`config.mk`:
```
export PLATFORM = sky130hd
export DESIGN_NAME = digit_pipe_ctrl
export DESIGN_NICKNAME = d
export VERILOG_FILES = /design/src/rtl/digit_pipe_pkg.sv /design/src/rtl/digit_pipe_wdog.sv /design/src/rtl/digit_pipe_ctrl.sv
export SDC_FILE = /design/constraint.sdc
export NUM_CORES = 1
export LEC_CHECK = 0
export ABC_CLOCK_PERIOD_IN_PS = 6700
export BUFFER_PORTS_ARGS = -buffer_cell sky130_fd_sc_hd__buf_2
export CORE_UTILIZATION = 55
export CTS_BUF_LIST = sky130_fd_sc_hd__clkbuf_4
export DETAILED_ROUTE_END_ITERATION = 8
export PLACE_DENSITY = 0.92
export SYNTH_ARGS = -nofsm -noshare
export SYNTH_HDL_FRONTEND = slang
export SYNTH_SLANG_ARGS = --single-unit
```
`constraint.sdc`:
```
create_clock -name ap_clk -period 6.7 [get_ports ap_clk]
set_clock_uncertainty 0.1 [all_clocks]
set_input_delay 1.34 -clock ap_clk [delete_from_list [all_inputs] [get_ports ap_clk]]
set_output_delay 1.34 -clock ap_clk [all_outputs]
set_load 0.02 [all_outputs]
```
`src/rtl/digit_pipe_pkg.sv`:
```
// ============================================================================
// Package  : digit_pipe_pkg
// Brief    : Shared widths and controller state encoding for digit_pipe_ctrl.
// Revision : 1.0 - initial release
// ============================================================================
`default_nettype none

package digit_pipe_pkg;

    localparam int DATA_W = 32;
    localparam int CNT_W  = 16;
    localparam int TO_W   = 24;

    typedef enum logic [1:0] {
        ST_IDLE = 2'd0,
        ST_RUN  = 2'd1,
        ST_DONE = 2'd2,
        ST_ERR  = 2'd3
    } state_t;

endpackage

`default_nettype wire

```
`src/rtl/digit_pipe_wdog.sv`:
```
// ============================================================================
// Module   : digit_pipe_wdog
// Brief    : Idle-cycle watchdog; a limit of zero disables it.
// Revision : 1.0 - initial release
// ============================================================================
`default_nettype none

module digit_pipe_wdog #(
    parameter int TO_W = digit_pipe_pkg::TO_W
) (
    input  logic            clk,
    input  logic            rst_n,
    input  logic            clr,
    input  logic            en,
    input  logic            kick,
    input  logic [TO_W-1:0] limit,
    output logic            expired
);

    logic [TO_W-1:0] r_cnt;
    logic [TO_W-1:0] w_cnt_inc;
    logic            w_active;

    assign w_active  = en && (limit != '0);
    assign w_cnt_inc = r_cnt + TO_W'(1);

    // Flags on the edge where the count reaches the limit, so the owner
    // can change state on that same edge.
    assign expired = w_active && !kick && (w_cnt_inc == limit);

    always_ff @(posedge clk or negedge rst_n) begin
        if (!rst_n) begin
            r_cnt <= '0;
        end else if (clr || (en && kick)) begin
            r_cnt <= '0;
        end else if (w_active && (r_cnt != limit)) begin
            r_cnt <= w_cnt_inc;
        end
    end

endmodule

`default_nettype wire

```
`src/rtl/digit_pipe_ctrl.sv`:
```
// ============================================================================
// Module   : digit_pipe_ctrl
// Brief    : Job controller that starts the page chain and gates its streams.
// Revision : 1.0 - initial release
// ============================================================================
`default_nettype none

module digit_pipe_ctrl #(
    parameter int DATA_W = digit_pipe_pkg::DATA_W,
    parameter int CNT_W  = digit_pipe_pkg::CNT_W,
    parameter int TO_W   = digit_pipe_pkg::TO_W
) (
    input  logic              ap_clk,
    input  logic              ap_rst_n,
    input  logic              cfg_valid,
    output logic              cfg_ready,
    input  logic [CNT_W-1:0]  cfg_in_words,
    input  logic [CNT_W-1:0]  cfg_out_words,
    input  logic [TO_W-1:0]   cfg_timeout,
    input  logic [DATA_W-1:0] s_TDATA,
    input  logic              s_TVALID,
    output logic              s_TREADY,
    output logic [DATA_W-1:0] pipe_in_TDATA,
    output logic              pipe_in_TVALID,
    input  logic              pipe_in_TREADY,
    input  logic [DATA_W-1:0] pipe_out_TDATA,
    input  logic              pipe_out_TVALID,
    output logic              pipe_out_TREADY,
    output logic [DATA_W-1:0] m_TDATA,
    output logic              m_TVALID,
    input  logic              m_TREADY,
    output logic              pipe_ap_start,
    output logic              busy,
    output logic              done,
    output logic              err_timeout,
    output logic [CNT_W-1:0]  in_cnt,
    output logic [CNT_W-1:0]  out_cnt
);

    import digit_pipe_pkg::*;

    state_t            r_state;
    state_t            w_state_nxt;
    logic [CNT_W-1:0]  r_in_words;
    logic [CNT_W-1:0]  r_out_words;
    logic [TO_W-1:0]   r_timeout;
    logic [CNT_W-1:0]  r_in_cnt;
    logic [CNT_W-1:0]  r_out_cnt;
    logic [CNT_W-1:0]  w_in_cnt_nxt;
    logic [CNT_W-1:0]  w_out_cnt_nxt;
    logic              w_accept;
    logic              w_in_open;
    logic              w_out_open;
    logic              w_s_hs;
    logic              w_m_hs;
    logic              w_complete;
    logic              w_expired;

    assign pipe_in_TDATA = s_TDATA;
    assign m_TDATA       = pipe_out_TDATA;
    assign in_cnt        = r_in_cnt;
    assign out_cnt       = r_out_cnt;

    assign w_accept   = cfg_valid && (r_state == ST_IDLE);
    assign w_in_open  = (r_in_cnt < r_in_words);
    assign w_out_open = (r_out_cnt < r_out_words);
    assign w_s_hs     = s_TVALID && s_TREADY;
    assign w_m_hs     = m_TVALID && m_TREADY;

    assign w_in_cnt_nxt  = (w_s_hs && w_in_open)  ? r_in_cnt + CNT_W'(1)  : r_in_cnt;
    assign w_out_cnt_nxt = (w_m_hs && w_out_open) ? r_out_cnt + CNT_W'(1) : r_out_cnt;

    // Completion looks at post-handshake counts so the final word and the
    // move to DONE share one edge; an empty job completes on its first cycle.
    assign w_complete = (w_in_cnt_nxt == r_in_words) && (w_out_cnt_nxt == r_out_words);

    digit_pipe_wdog #(
        .TO_W (TO_W)
    ) u_wdog (
        .clk     (ap_clk),
        .rst_n   (ap_rst_n),
        .clr     (w_accept),
        .en      (r_state == ST_RUN),
        .kick    (w_s_hs || w_m_hs),
        .limit   (r_timeout),
        .expired (w_expired)
    );

    always_ff @(posedge ap_clk or negedge ap_rst_n) begin
        if (!ap_rst_n) begin
            r_state <= ST_IDLE;
        end else begin
            r_state <= w_state_nxt;
        end
    end

    always_comb begin
        w_state_nxt = r_state;
        case (r_state)
            ST_IDLE: if (cfg_valid)  w_state_nxt = ST_RUN;
            ST_RUN:  if (w_complete) w_state_nxt = ST_DONE;
                     else if (w_expired) w_state_nxt = ST_ERR;
            ST_DONE: w_state_nxt = ST_IDLE;
            ST_ERR:  w_state_nxt = ST_IDLE;
            default: w_state_nxt = ST_IDLE;
        endcase
    end

    always_comb begin
        cfg_ready       = 1'b0;
        pipe_ap_start   = 1'b0;
        busy            = 1'b0;
        done            = 1'b0;
        err_timeout     = 1'b0;
        pipe_in_TVALID  = 1'b0;
        s_TREADY        = 1'b0;
        m_TVALID        = 1'b0;
        pipe_out_TREADY = 1'b0;
        case (r_state)
            ST_IDLE: cfg_ready = 1'b1;
            ST_RUN: begin
                pipe_ap_start   = 1'b1;
                busy            = 1'b1;
                pipe_in_TVALID  = s_TVALID && w_in_open;
                s_TREADY        = pipe_in_TREADY && w_in_open;
                m_TVALID        = pipe_out_TVALID && w_out_open;
                pipe_out_TREADY = m_TREADY && w_out_open;
            end
            ST_DONE: done        = 1'b1;
            ST_ERR:  err_timeout = 1'b1;
            default: ;
        endcase
    end

    // Counters keep their final values after DONE/ERR until the next accept.
    always_ff @(posedge ap_clk or negedge ap_rst_n) begin
        if (!ap_rst_n) begin
            r_in_words  <= '0;
            r_out_words <= '0;
            r_timeout   <= '0;
            r_in_cnt    <= '0;
            r_out_cnt   <= '0;
        end else if (w_accept) begin
            r_in_words  <= cfg_in_words;
            r_out_words <= cfg_out_words;
            r_timeout   <= cfg_timeout;
            r_in_cnt    <= '0;
            r_out_cnt   <= '0;
        end else begin
            r_in_cnt    <= w_in_cnt_nxt;
            r_out_cnt   <= w_out_cnt_nxt;
        end
    end

endmodule

`default_nettype wire

```
# Yosys cells after proc, flatten, opt, wreduce, memory -nomap -nowiden
# Cells that the tools add are included.
classes:
  magnitude_cmp: 2
  muxes: 18
  n_eq_ne: 9
  reduce_logical: 23
  add_sub_neg: 3
ops:
  columns: ["cell", "count"]
  rows:
  - ["$mux W16", 4]
  - ["$mux W24", 2]
  - ["$add A16 B1 Y16 const B", 2]
  - ["$eq A16 B16 Y1", 2]
  - ["$lt A16 B16 Y1", 2]
  - ["$add A24 B1 Y24 const B", 1]
  - ["$eq A24 B24 Y1", 1]
  - ["$ne A24 B24 Y1", 1]
  - ["$reduce_bool A24 Y1", 1]
  - ["$logic_and A1 B1 Y1", 15]
  - ["$mux W1", 8]
  - ["$mux W2", 3]
  - ["$pmux W2 S3", 1]
  - ["$eq A2 B2 Y1 const B", 2]
  - ["$ne A3 B3 Y1 const B", 1]
  - ["$eq A2 B1 Y1 const B", 1]
  - ["$logic_not A2 Y1", 1]
  - ["$logic_or A1 B1 Y1", 2]
  - ["$ne A2 B2 Y1 const B", 1]
  - ["$reduce_and A2 Y1", 1]
  - ["$reduce_bool A2 Y1", 1]
  - ["$reduce_or A2 Y1", 1]
  - ["$logic_not A1 Y1", 1]
totals:
  reg_bits: 114
  output_inout_bits: 105
  in_bits: 127
  elab_cells: 62

# Logic depth before layout (Yosys ltp)
depth:
  ltp_word: 11
  ltp_mapped: 13
  mapped_depth_nobuf: 11

# Hierarchy
# From an unflattened synthesis, not the netlist that was laid out.
hier_totals:
  cells_unflattened: 971
  hier_area_um2: 8605.8
modules_own_cells:
  columns: ["module", "seq_area_each_um2", "area_per_inst_um2", "cells_per_inst", "instances"]
  rows:
  - ["digit_pipe_ctrl", 2252.2, 6381.1, 700, 1]
  - ["digit_pipe_wdog", 600.6, 2224.6, 271, 1]

# Worst setup path after synthesis
# Ideal clock, no wire load.
synth_path:
  kind: "in2reg"
  startpoint: "input pipe_in_TREADY"
  endpoint: "register r_state[0]"
  setup_time_ns: 0.136
  path_slack_ns: 3.021
  arrival_ns: 3.443
  required_ns: 6.464
  n_path_buf: 0
  path_stages: 9
  path_cell_list: "nand4b_1 a211oi_1 nand3_1 or4_1 xor2_1 o211ai_1 or4_1 nor4_1 a31oi_1"
synth_via:
  elab_chain_len: 9
  word_cells_on_any_way: 15
  classes_between: "2 x eq/ne; 4 x mux; 9 x reduce/logical"
synth_lines:
  columns: ["element", "line", "text"]
  rows:
  - ["start: declaration", "digit_pipe_ctrl.sv:25", "input logic pipe_in_TREADY,"]
  - ["$logic_and A1 B1 Y1 (*)", "digit_pipe_ctrl.sv:125", "s_TREADY = pipe_in_TREADY && w_in_open;"]
  - ["$mux W1 (*)", "digit_pipe_ctrl.sv:119", "case (r_state)"]
  - ["$logic_and A1 B1 Y1 (*)", "digit_pipe_ctrl.sv:67", "assign w_s_hs = s_TVALID && s_TREADY;"]
  - ["$logic_and A1 B1 Y1 / $logic_or A1 B1 Y1 (equally long branches)", "digit_pipe_ctrl.sv:70, digit_pipe_ctrl.sv:84", null]
  - ["$mux W16 / $logic_not A1 Y1 (equally long branches)", "digit_pipe_ctrl.sv:70, digit_pipe_wdog.sv:29", null]
  - ["$eq A16 B16 Y1 / $logic_and A1 B1 Y1 (equally long branches)", "digit_pipe_ctrl.sv:75, digit_pipe_wdog.sv:29", null]
  - ["$logic_and A1 B1 Y1, on equally long branches", "digit_pipe_ctrl.sv:75, digit_pipe_wdog.sv:29", null]
  - ["$mux W2 / $ne A3 B3 Y1 (equally long branches)", null, null]
  - ["$pmux W2 S3 / $reduce_and A2 Y1 (equally long branches)", null, null]
  - ["end signal: assignment", "digit_pipe_ctrl.sv:93", "r_state <= w_state_nxt;"]
  - ["end: declaration", "digit_pipe_ctrl.sv:42", "state_t r_state;"]
# Mark *: on every way between the ends. The rest lies on a longest branch, timed or not.
# A chain may end at the register's enable or synchronous reset.

# Worst setup path in the final report
layout_path:
  startpoint: "register r_in_cnt[14] (netlist: in_cnt[14])"
  endpoint: "output s_TREADY"
layout_via:
  elab_chain_len: 3
layout_lines:
  columns: ["element", "line", "text"]
  rows:
  - ["start: declaration", "digit_pipe_ctrl.sv:47", "logic [CNT_W-1:0] r_in_cnt;"]
  - ["start signal: assignment", "digit_pipe_ctrl.sv:150", "r_in_cnt <= w_in_cnt_nxt;"]
  - ["$lt A16 B16 Y1", "digit_pipe_ctrl.sv:65", "assign w_in_open = (r_in_cnt < r_in_words);"]
  - ["$logic_and A1 B1 Y1", "digit_pipe_ctrl.sv:125", null]
  - ["$mux W1", "digit_pipe_ctrl.sv:119", null]
  - ["end: declaration", "digit_pipe_ctrl.sv:22", "output logic s_TREADY,"]
# No other way between the ends.

==> summary.md <==
| Metric | Value |
|---|---|
| Outcome | complete, no violations |
| Top-level I/O count | 232 |
| Cell with the most instances after synthesis | dfrtp_1 |
| Final critical path time including I/O delays and setup | roughly 4600 ps |
| Cells resized by post-CTS repair | 0 |
| Number of antenna violations at the first check in global routing | 1 |
| CTS tree | built |
| Stage delay of the slowest cell on the critical path | approximately 550 ps |
| Drt pass-1 iters | 7 |
| Drt wl/cell | about 20 um |
| Final Net Count | 1,156 |
| Yosys Warn Count | 0 |
| Synthesized flop and latch total | 114 |
| Number of global-route vias before repair | between 7k and 8k |
| Largest area contributor in the netlist | dfrtp_1 |
| Post-CTS repair timing setup buffer count | 0 |
| Dominant cells by area after synthesis | dfrtp_1 (33%), xnor2_1 (6.5%), buf_4 (5.7%) |
| Starting utilization of the core area | 0.563 |
| DRC violation total after the first TritonRoute iteration | 814 |
| Count of H-tree levels built during CTS | 4 |
| Cell depth of the worst min-delay path | 2 |
| Remaining Overflow, GRT | 0 |
| DR vias | between 7k and 8k |
| Max FO, Critical Path | 9 |
| Critical path arrival | ~3200 ps |
| Die area | 16,100 um2 |
| WP data required | 5260 ps |
| Total power divided by cell area | 306 nW/um2 |
| Area of the mapped netlist | approximately 8600 um2 |
| Hold Buf Count CTS | 0 |
| FFs w/ async S/R, synth | 1.00 |
| Hold Worst Slack | 485 ps |
| Number of synthesized flops with an enable pin | 0 |
| Row count | 45 |
| Achievable clock frequency | between 200 and 250 MHz |
| Share of synthesized area occupied by flip-flops and latches | 0.333 |
| Post-synthesis net count | 1,144 |
| Share of final-layout standard cells stronger than drive strength 1 | 0.182 |
| Synthesized area per cell | around 8.7 um2 |
| Ratio of routed vias to standard cells | approximately 6.5 |
| Kind of start point of the critical path | register |
| Die outline height | 127 um |
| Slew headroom | 0.284 |
| Total of max-cap violations | 0 |
| Global-route usage over all layers | 0.306 |
| Dpl hpwl | 18,100 um |
| Layout-stage area growth over the synthesis result | 4.77% |
| Setup repair after global routing missed its margin | no |
| Class of the tightest hold or removal check | register to register |
| Skew-Pair Late Insertion Delay | 580 ps |
| Worst Reg-to-Reg Cells | 10 |
| Maximum number of pins on one net before global-route repair | 77 |
| Predominant post-synthesis flop cell | dfrtp_1 |
| PortBufs | 103 |
| Kind of end point of the critical path | primary output |
| Final Hold Violating Endpoints | 0 |
| Max clock buf depth | 2 |
| Critical path cell sequence | ha_1 > nand4_1 > or3_4 > nor4_4 > nor3_1 > and3_1 > buf_2 |
| Period Utilization, post-route | 0.687 |
| Root Buffer | clkbuf_4 |
| Netlist cell types | 76 |
| Commonest cells post-synth | dfrtp_1 (114), nor2_1 (83), nand2_1 (72) |
| Core ar. | 15,200 um2 |
| Remaining number of nets flagged by the antenna check after routing | 0 |
| Synth top area share | 0.333 |
| Max IR drop VDD | 0.196 mV |
| Standard cell with the maximum stage delay on the critical path | dfrtp_1 |
| TritonCTS buffer count | 17 |
| Final Routed Wirelength | 24,400 um |
| Number of sinks handled by clock tree synthesis | 114 |
| Static leakage | 3.87 nW |
| Clock slew seen by the registers of the worst setup and hold paths | 140 ps |
| Type of the worst setup path | register to primary output |
| Actual slew at the worst max-slew pin | around 1100 ps |
| Wire length of the first global-routing pass | 38,100 um |
| Synthesized netlist cell count | 984 |
| Endpoints failing setup | 0 |
| Final weighted congestion of routability-driven global placement | 0.996 |
| DRC viols | 0 |
| Accumulated negative setup slack | 0 ps |
| Count of final max-slew check failures | 0 |
| Overall die width | 127 um |
==> path summary, 6_finish.rpt <==
check                                 start                to  slack (ps)
min in group asynchronous          ap_rst_n        in_cnt[14]         750
min reg2reg                u_wdog.r_cnt[23]  u_wdog.r_cnt[23]         490
max in group asynchronous          ap_rst_n    r_out_words[9]        4670
max reg2reg                      out_cnt[6]        r_state[1]        2440
max                              in_cnt[14]          s_TREADY        2090
min                        u_wdog.r_cnt[23]  u_wdog.r_cnt[23]         490
==> through the flow <==
step,setup WS (ps),power [W],instance area [um2],util,instances
3_5_place_dp,2410,0.00212,8650,0.569,1165
3_3_place_gp,2520,0.00208,8650,0.569,1165
6_report,2090,0.00274,8970,0.590,1198
5_1_grt,1950,0.00287,8970,0.590,1198
4_1_cts,2130,0.00271,8960,0.590,1197
2_1_floorplan,3020,0.00183,8560,-,984
==> placed cells by master (no fill, tap or decap), types with 4 or more instances in the layout <==
| cell type | instances |
|---|---|
| and3_1 | 16 |
| o21ai_0 | 62 |
| nor3_1 | 22 |
| nand2b_1 | 6 |
| nor4_1 | 27 |
| o211ai_1 | 5 |
| or4_1 | 10 |
| a211oi_1 | 7 |
| a21o_1 | 4 |
| or2_2 | 7 |
| ha_1 | 33 |
| nand4_1 | 35 |
| mux2_2 | 27 |
| and4_1 | 9 |
| a2111oi_0 | 6 |
| nor3b_1 | 4 |
| dfrtp_1 | 114 |
| nor2_1 | 83 |
| and2_1 | 8 |
| xnor2_1 | 64 |
| o22ai_1 | 4 |
| or3_1 | 20 |
| xor2_1 | 39 |
| nand3_1 | 38 |
| inv_1 | 38 |
| o2111ai_1 | 6 |
| nor4b_1 | 4 |
| nor2b_1 | 9 |
| nand2_1 | 72 |
| clkbuf_4 | 17 |
| buf_2 | 102 |
| inv_8 | 6 |
| a21oi_1 | 26 |
| inv_6 | 4 |
| mux2i_1 | 6 |
==> flip-flops by register name, summed over array words and instances, names as in the netlist <==
signal,flops
r_state,2
r_in_words,16
out_cnt,16
u_wdog.r_cnt,24
in_cnt,16
r_timeout,24
r_out_words,16
==> layout make-up <==
type	count	area (um2)
diodes	1	2.50
clock buffers	17	128
clock inverters	15	188
fillers	1360	6240
inverters	38	143
multi-input cells	720	4880
flip-flops and latches	114	2850
well taps	188	235
repair buffers	105	533
==> routing by layer <==
| metal | share of wire | track usage | vias to the layer above | wire length [um] |
|---|---|---|---|---|
| met2 | 0.45 | 0.475 | 428 | 11100 |
| met3 | 0.090 | 0.0595 | 81 | 2200 |
| met4 | 0.031 | 0.122 | 0 | 752 |
| li1 | - | - | 3493 | - |
| met5 | 0 | 0 | - | 0 |
| met1 | 0.42 | 0.420 | 3741 | 10400 |
==> power breakdown <==
part,total [W],internal [W],switching [W]
Clock,0.000593,0.000242,0.000351
Combinational,0.00108,0.000455,0.000624
Sequential,0.00107,0.000839,0.000229
==> worst max-delay path, delay by kind of cell, from the launching register on <==
kind / cells / cell delay [ps]
adder cells (fa/ha/maj): 1 / 370
buffers and inverters: 1 / 150
flip-flops: 1 / 550
AND/OR/NAND/NOR: 5 / 1530
==> logic make-up after synthesis <==
kind of cell               Yosys count  share of synthesized area
AOI/OAI and AO/OA                  162                      0.124
adders and majority gates           33                     0.0482
buffers and inverters              150                     0.0962
and+or+nand+nor                    386                      0.243
DFF                                114                      0.333
muxes                               33                     0.0425
xor gates and xnor gates           106                      0.113
Power figures use the tool's default switching activity.
